--- config.mk ---
export PLATFORM = sky130hd
export DESIGN_NAME = qbert_jump_ctrl
export DESIGN_NICKNAME = d
export VERILOG_FILES = /design/src/rtl/qbert_pkg.sv /design/src/rtl/qbert_hop_calc.sv /design/src/rtl/qbert_jump_ctrl.sv
export SDC_FILE = /design/constraint.sdc
export NUM_CORES = 1
export LEC_CHECK = 0
export BUFFER_PORTS_ARGS = -buffer_cell sky130_fd_sc_hd__buf_2
export CAP_MARGIN = 20
export CORE_UTILIZATION = 50
export DETAILED_ROUTE_END_ITERATION = 8
export MAX_ROUTING_LAYER = met4
export PLACE_DENSITY = 0.65
export SKIP_CTS_REPAIR_TIMING = 1
export SYNTH_ARGS = -nofsm -noshare
export SYNTH_HDL_FRONTEND = slang
export SYNTH_SLANG_ARGS = --single-unit
--- constraint.sdc ---
create_clock -name clk -period 11.8 [get_ports clk]
set_clock_uncertainty 0.2 [all_clocks]
set_input_delay 1.18 -clock clk [delete_from_list [all_inputs] [get_ports clk]]
set_output_delay 1.18 -clock clk [all_outputs]
set_load 0.005 [all_outputs]
--- src/rtl/qbert_pkg.sv ---
// Shared types and helpers for the Q*bert jump controller.
// The optional fall/respawn behaviour is enabled by defining QBERT_FALL_EN.
package qbert_pkg;

  localparam int unsigned CoordW = 13;

  typedef logic signed [CoordW-1:0] coord_t;

  typedef enum logic [1:0] {
    BAS_GAUCHE  = 2'd0,
    BAS_DROITE  = 2'd1,
    HAUT_GAUCHE = 2'd2,
    HAUT_DROITE = 2'd3
  } dir_t;

  typedef enum logic [1:0] {
    StIdle = 2'd0,
    StJump = 2'd1,
    StFall = 2'd2
  } state_t;

  // Arc lift factor: rises then falls symmetrically over the jump.
  function automatic coord_t arc_lift(input coord_t k, input coord_t n);
    coord_t rem;
    rem = n - k;
    return (k < rem) ? k : rem;
  endfunction

endpackage

--- src/rtl/qbert_hop_calc.sv ---
// Combinational hop target: next cube, legality on the pyramid and signed anchor steps.
module qbert_hop_calc
  import qbert_pkg::*;
#(
  parameter int unsigned ROWS = 7
) (
  input  logic [1:0]         dir,
  input  logic [2:0]         row,
  input  logic [2:0]         col,
  input  logic [10:0]        xdiag,
  input  logic [9:0]         ydiag,
  output logic [2:0]         trow,
  output logic [2:0]         tcol,
  output logic               legal,
  output logic signed [12:0] dx,
  output logic signed [12:0] dy
);

  localparam logic signed [3:0] RowsS = 4'(ROWS);

  logic signed [3:0] r_s, c_s, tr_s, tc_s;
  coord_t            dx_mag, dy_mag;

  always_comb begin
    r_s    = signed'({1'b0, row});
    c_s    = signed'({1'b0, col});
    dx_mag = coord_t'({2'b00, xdiag}) + coord_t'({3'b000, xdiag[10:1]});
    dy_mag = coord_t'({3'b000, ydiag});
    tr_s   = r_s;
    tc_s   = c_s;
    dx     = dx_mag;
    dy     = dy_mag;
    unique case (dir_t'(dir))
      BAS_GAUCHE: begin
        tr_s = r_s + 4'sd1;
        dy   = -dy_mag;
      end
      BAS_DROITE: begin
        tr_s = r_s + 4'sd1;
        tc_s = c_s + 4'sd1;
      end
      HAUT_GAUCHE: begin
        tr_s = r_s - 4'sd1;
        tc_s = c_s - 4'sd1;
        dx   = -dx_mag;
        dy   = -dy_mag;
      end
      HAUT_DROITE: begin
        tr_s = r_s - 4'sd1;
        dx   = -dx_mag;
      end
    endcase
    legal = (tr_s >= 4'sd0) && (tr_s < RowsS) && (tc_s >= 4'sd0) && (tc_s <= tr_s);
    trow  = tr_s[2:0];
    tcol  = tc_s[2:0];
  end

endmodule

--- src/rtl/qbert_jump_ctrl.sv ---
// Q*bert hop sequencer: accepts direction requests and animates the sprite anchor per frame.
// Define QBERT_FALL_EN to animate illegal hops off the pyramid followed by a fall and respawn.
module qbert_jump_ctrl
  import qbert_pkg::*;
#(
  parameter int unsigned ROWS        = 7,
  parameter int unsigned JUMP_LOG2   = 3,
  parameter int unsigned ARC_STEP    = 4,
  parameter logic [10:0] X_START     = 11'd60,
  parameter logic [9:0]  Y_START     = 10'd240,
  parameter int unsigned FALL_FRAMES = 16
) (
  input  logic        clk,
  input  logic        reset,
  input  logic        frame_tick,
  input  logic        req_valid,
  input  logic [1:0]  req_dir,
  output logic        req_ready,
  input  logic [10:0] XDIAG_DEMI,
  input  logic [9:0]  YDIAG_DEMI,
  output logic [10:0] x0,
  output logic [9:0]  y0,
  output logic [1:0]  orient,
  output logic        qbert_jump,
  output logic [2:0]  row,
  output logic [2:0]  col,
  output logic        landed,
  output logic        fell
);

  localparam int unsigned          N       = 1 << JUMP_LOG2;
  localparam logic [JUMP_LOG2-1:0] KLast   = '1;
  localparam coord_t               NCoord  = coord_t'(N);
  localparam coord_t               ArcStep = coord_t'(ARC_STEP);

  state_t               state_q, state_d;
  logic [JUMP_LOG2-1:0] k_q, k_d;
  coord_t               xs_q, xs_d, ys_q, ys_d, dx_q, dx_d, dy_q, dy_d;
  logic [10:0]          tx_q, tx_d, x0_q, x0_d;
  logic [9:0]           ty_q, ty_d, y0_q, y0_d;
  logic [2:0]           trow_q, trow_d, tcol_q, tcol_d, row_q, row_d, col_q, col_d;
  logic [1:0]           orient_q, orient_d;
  logic                 landed_q, landed_d;

  logic [2:0]           hop_row, hop_col;
  logic                 hop_legal, hop_go;
  logic signed [12:0]   hop_dx, hop_dy;
  coord_t               x_cur, y_cur, k_s, x_step, y_step;
  logic [JUMP_LOG2-1:0] k_inc;

  qbert_hop_calc #(
    .ROWS (ROWS)
  ) u_hop_calc (
    .dir   (req_dir),
    .row   (row_q),
    .col   (col_q),
    .xdiag (XDIAG_DEMI),
    .ydiag (YDIAG_DEMI),
    .trow  (hop_row),
    .tcol  (hop_col),
    .legal (hop_legal),
    .dx    (hop_dx),
    .dy    (hop_dy)
  );

`ifdef QBERT_FALL_EN
  localparam int unsigned FallW    = (FALL_FRAMES > 1) ? $clog2(FALL_FRAMES) : 1;
  localparam logic [FallW-1:0] FallLast = FallW'(FALL_FRAMES - 1);

  logic [FallW-1:0] fc_q, fc_d;
  logic             legal_q, legal_d, fell_q, fell_d;

  // Illegal hops still fly; legality decides what happens at the end of the arc.
  assign hop_go = 1'b1;
  assign fell   = fell_q;
`else
  assign hop_go = hop_legal;
  assign fell   = 1'b0;
`endif

  always_comb begin
    x_cur  = coord_t'({2'b00, x0_q});
    y_cur  = coord_t'({3'b000, y0_q});
    k_inc  = k_q + JUMP_LOG2'(1);
    k_s    = coord_t'(k_inc);
    x_step = xs_q + ((dx_q * k_s) >>> JUMP_LOG2) - ArcStep * arc_lift(k_s, NCoord);
    y_step = ys_q + ((dy_q * k_s) >>> JUMP_LOG2);
  end

  always_comb begin
    state_d  = state_q;
    k_d      = k_q;
    xs_d     = xs_q;
    ys_d     = ys_q;
    dx_d     = dx_q;
    dy_d     = dy_q;
    tx_d     = tx_q;
    ty_d     = ty_q;
    trow_d   = trow_q;
    tcol_d   = tcol_q;
    x0_d     = x0_q;
    y0_d     = y0_q;
    row_d    = row_q;
    col_d    = col_q;
    orient_d = orient_q;
    landed_d = 1'b0;
`ifdef QBERT_FALL_EN
    fc_d     = fc_q;
    legal_d  = legal_q;
    fell_d   = 1'b0;
`endif
    unique case (state_q)
      StIdle: begin
        if (req_valid) begin
          orient_d = req_dir;
          if (hop_go) begin
            state_d = StJump;
            k_d     = '0;
            xs_d    = x_cur;
            ys_d    = y_cur;
            dx_d    = hop_dx;
            dy_d    = hop_dy;
            tx_d    = 11'(x_cur + hop_dx);
            ty_d    = 10'(y_cur + hop_dy);
            trow_d  = hop_row;
            tcol_d  = hop_col;
`ifdef QBERT_FALL_EN
            legal_d = hop_legal;
`endif
          end
        end
      end
      StJump: begin
        if (frame_tick) begin
          if (k_q == KLast) begin
            // Snap exactly to the target so rounding never accumulates across hops.
            x0_d = tx_q;
            y0_d = ty_q;
`ifdef QBERT_FALL_EN
            if (!legal_q) begin
              state_d = StFall;
              fc_d    = '0;
            end else
`endif
            begin
              row_d    = trow_q;
              col_d    = tcol_q;
              landed_d = 1'b1;
              state_d  = StIdle;
            end
          end else begin
            k_d  = k_inc;
            x0_d = 11'(x_step);
            y0_d = 10'(y_step);
          end
        end
      end
`ifdef QBERT_FALL_EN
      StFall: begin
        if (frame_tick) begin
          if (fc_q == FallLast) begin
            x0_d    = X_START;
            y0_d    = Y_START;
            row_d   = '0;
            col_d   = '0;
            fell_d  = 1'b1;
            state_d = StIdle;
          end else begin
            x0_d = x0_q + 11'(ARC_STEP);
            fc_d = fc_q + FallW'(1);
          end
        end
      end
`endif
      default: state_d = StIdle;
    endcase
  end

  always_ff @(posedge clk) begin
    if (reset) begin
      state_q  <= StIdle;
      k_q      <= '0;
      xs_q     <= '0;
      ys_q     <= '0;
      dx_q     <= '0;
      dy_q     <= '0;
      tx_q     <= X_START;
      ty_q     <= Y_START;
      trow_q   <= '0;
      tcol_q   <= '0;
      x0_q     <= X_START;
      y0_q     <= Y_START;
      row_q    <= '0;
      col_q    <= '0;
      orient_q <= '0;
      landed_q <= 1'b0;
`ifdef QBERT_FALL_EN
      fc_q     <= '0;
      legal_q  <= 1'b0;
      fell_q   <= 1'b0;
`endif
    end else begin
      state_q  <= state_d;
      k_q      <= k_d;
      xs_q     <= xs_d;
      ys_q     <= ys_d;
      dx_q     <= dx_d;
      dy_q     <= dy_d;
      tx_q     <= tx_d;
      ty_q     <= ty_d;
      trow_q   <= trow_d;
      tcol_q   <= tcol_d;
      x0_q     <= x0_d;
      y0_q     <= y0_d;
      row_q    <= row_d;
      col_q    <= col_d;
      orient_q <= orient_d;
      landed_q <= landed_d;
`ifdef QBERT_FALL_EN
      fc_q     <= fc_d;
      legal_q  <= legal_d;
      fell_q   <= fell_d;
`endif
    end
  end

  assign req_ready  = (state_q == StIdle);
  assign qbert_jump = (state_q != StIdle);
  assign x0         = x0_q;
  assign y0         = y0_q;
  assign orient     = orient_q;
  assign row        = row_q;
  assign col        = col_q;
  assign landed     = landed_q;

endmodule

==> results.json <==
{
  "status": "complete, no violations",
  "synth_area_sq_mm": 0.00906,
  "required_ps": 11880,
  "htree_levels": 3,
  "fillerInstances": 1633,
  "worstHoldPathType": "flop to flop",
  "synth_edf_count": 0,
  "cts_tree": "done",
  "route.detailed.drc": 0,
  "place_area_sq_mm": 0.00948,
  "place.gp.congestion": 0.845,
  "max_cap_viol_count": 0,
  "die_h_um": 137,
  "dieArea_sq_mm": 0.0187,
  "finalHoldViolations": 0,
  "ant_nets": 0,
  "nets": 1350,
  "grt_pass1_wl_um": 34300,
  "yosysWarningCount": 0,
  "row_count": 48,
  "worstSetupEndpointType": "flop",
  "grt_remaining_overflow": 0,
  "yosys.area.top_type_share": 0.239,
  "synth.top_cells.by_count": "nand2_1 (161), ha_1 (116), inv_1 (115), dfxtp_1 (108), a21oi_1 (102)",
  "drtIter0Drc": 400,
  "irDropWorstVdd_uv": 67.0,
  "yosys-top-cells-area": "dfxtp_1 (24%), ha_1 (16%), nand2_1 (6.7%)",
  "slew_headroom": 0.394,
  "die_w_um": 137,
  "cp_common_cell": "ha_1",
  "criticalPathCategory": "flop to flop",
  "final-setup-viol-count": 0,
  "syn2layout_area_growth_pct": 7.97,
  "maxSlewViolCount": 0,
  "whs_ps": 254,
  "yosysSeqAreaShare": 0.239,
  "antenna_found_initial": 0,
  "grt_pass1_vias": 7034,
  "powerDensity_mw_per_mm2": 108,
  "yosysUniqueCellTypes": 65,
  "cts.clk_slew.worst_paths_ps": 80,
  "antennaDiodeCount": 0,
  "max_stage_delay_ps": 860,
  "core_sq_mm": 0.0175,
  "synthArstFlopShare": 0,
  "wire_per_inst_um": 14.3,
  "track_usage": 0.241,
  "critPathSlowestCell": "ha_1",
  "synth_cells": 1150,
  "layout_min_cycle_time_ps": 6730,
  "num_io_pins": 60,
  "drive_gt1_frac": 0.0804,
  "cts-root-buf": "clkbuf_16",
  "drt_wl_total_um": 20200,
  "tns_ps": 0,
  "final_area_sq_mm": 0.00979,
  "syn_avg_cell_area_sq_um": 7.88,
  "synth_flop_cell": "dfxtp_1",
  "start_kind": "flop",
  "p_leak_nw": 4.39,
  "firstDrtPassIters": 7,
  "min_period_over_period": 0.571,
  "yosysMostFrequentCell": "nand2_1",
  "fmax_mhz": 149,
  "path_cells": "inv_1, ha_1, and2_1, ha_1, fa_1, fa_1, a21o_1, a21oi_1, o21bai_1, a2111oi_0, nor2_1, xnor2_1, ha_1, inv_1, ha_1, a21oi_1, a21oi_1, mux2i_1, and4_1, o21ai_0, a31oi_1",
  "port_buffers": 58,
  "drt-vias-per-instance": 5.34,
  "vias": 7507,
  "cp.arrival_ps": 6820,
  "synth_top_area_cell": "dfxtp_1",
  "worstMarginPinSlew_ps": 906,
  "clockBufferDepth": 2,
  "critPathMaxFanout": 26,
  "rsz0062_at_grt": "false",
  "insertion_delay_ps": 360,
  "start_util": 0.519,
  "yosys_register_bits": 108,
  "hpwl_um": 15000,
  "cts_buffers": 9,
  "grt_max_degree": 56,
  "clock-sinks": 108
}
## cells by family after synthesis
logic type	synth area share
adders and majority gates	0.226
buffers and inverters	0.0707
DFF	0.239
muxes	0.00897
AOI/OAI and AO/OA	0.172
other	0.000414
xor gates and xnor gates	0.0860
and+or+nand+nor	0.197
## cell usage in the layout, fill, tap and decap left out, types with 4 or more instances in the layout
master,Yosys,final
o211ai_1,4,4
buf_2,11,57
nor3_1,29,29
dfxtp_1,108,108
inv_1,115,115
nand2b_1,4,4
nand2_1,161,160
nor2_1,91,91
a311oi_1,6,6
a21oi_1,102,102
xor2_1,24,24
and3_1,4,4
mux2i_1,7,7
a31oi_1,8,8
o21ai_0,27,27
o31ai_1,9,9
a211oi_1,12,12
and2_1,26,26
a21o_1,15,15
nor2b_1,34,34
buf_4,2,6
a211o_1,17,17
fa_1,30,30
ha_1,116,116
o21a_1,13,13
o21bai_1,11,11
or2_2,7,7
clkbuf_16,0,9
nand3_1,13,13
xnor2_1,65,65
## sequential cells by signal (all words and copies together) (netlist names), 10 cells and up
register	cells
ty_q	10
ys_q	10
dx_q	13
xs_q	11
tx_q	11
dy_q	13
y0	10
x0	11
## report_power, final
group | leakage (nW) | internal, mW | switching (mW) | total, mW
Clock | 0.150 | 0.168 | 0.154 | 0.323
Sequential | 0.877 | 0.385 | 0.0179 | 0.403
Combinational | 3.36 | 0.142 | 0.193 | 0.335
## layer usage
layer  share of wire  GRT usage
met4          0.0083     0.0537
met5               0          -
met2            0.45      0.367
met1            0.51      0.336
met3           0.036     0.0330
## critical path: cells and delay by family, from the launching register on
kind,cells,cell delay (ps)
simple gates,3,570
mux,1,260
flops,1,570
compound gates,8,1740
fa+ha+maj,6,2700
xor+xnor,1,160
buf+inv,2,460
## path summary, 6_finish.rpt
check	to	start	cells after the start	slack (ps)
setup reg to reg	x0[10]$_SDFFE_PP0P_	k_q[0]$_SDFFE_PP0P_	21	5070
setup / recovery	x0[10]$_SDFFE_PP0P_	k_q[0]$_SDFFE_PP0P_	21	5070
hold reg to reg	ty_q[8]$_SDFFE_PP0P_	ty_q[8]$_SDFFE_PP0P_	2	250
hold / removal	ty_q[8]$_SDFFE_PP0P_	ty_q[8]$_SDFFE_PP0P_	2	250
## stage by stage
| stage | setup WS (ps) | total power [mW] | cells | utilization |
|---|---|---|---|---|
| CTS | 5070 | 1.07 | 1406 | 0.560 |
| finish | 5070 | 1.06 | 1406 | 0.560 |
| global placement | 5230 | 0.742 | 1391 | 0.543 |
| global route | 4420 | 1.12 | 1406 | 0.560 |
| floorplan | 5670 | 0.669 | 1151 | - |
| detailed placement | 5120 | 0.745 | 1391 | 0.543 |
## area by class of cell
class                           count  area [sq um]  share of cell area
Timing Repair Buffer               63           330              0.0338
Clock inverter                      6          78.8             0.00806
Multi-Input combinational cell    878          6270               0.641
Inverter                          117           439              0.0449
Tap cell                          225           282              0.0288
Sequential cell                   108          2160               0.221
Clock buffer                        9           225              0.0230
Power figures use the tool's default switching activity.
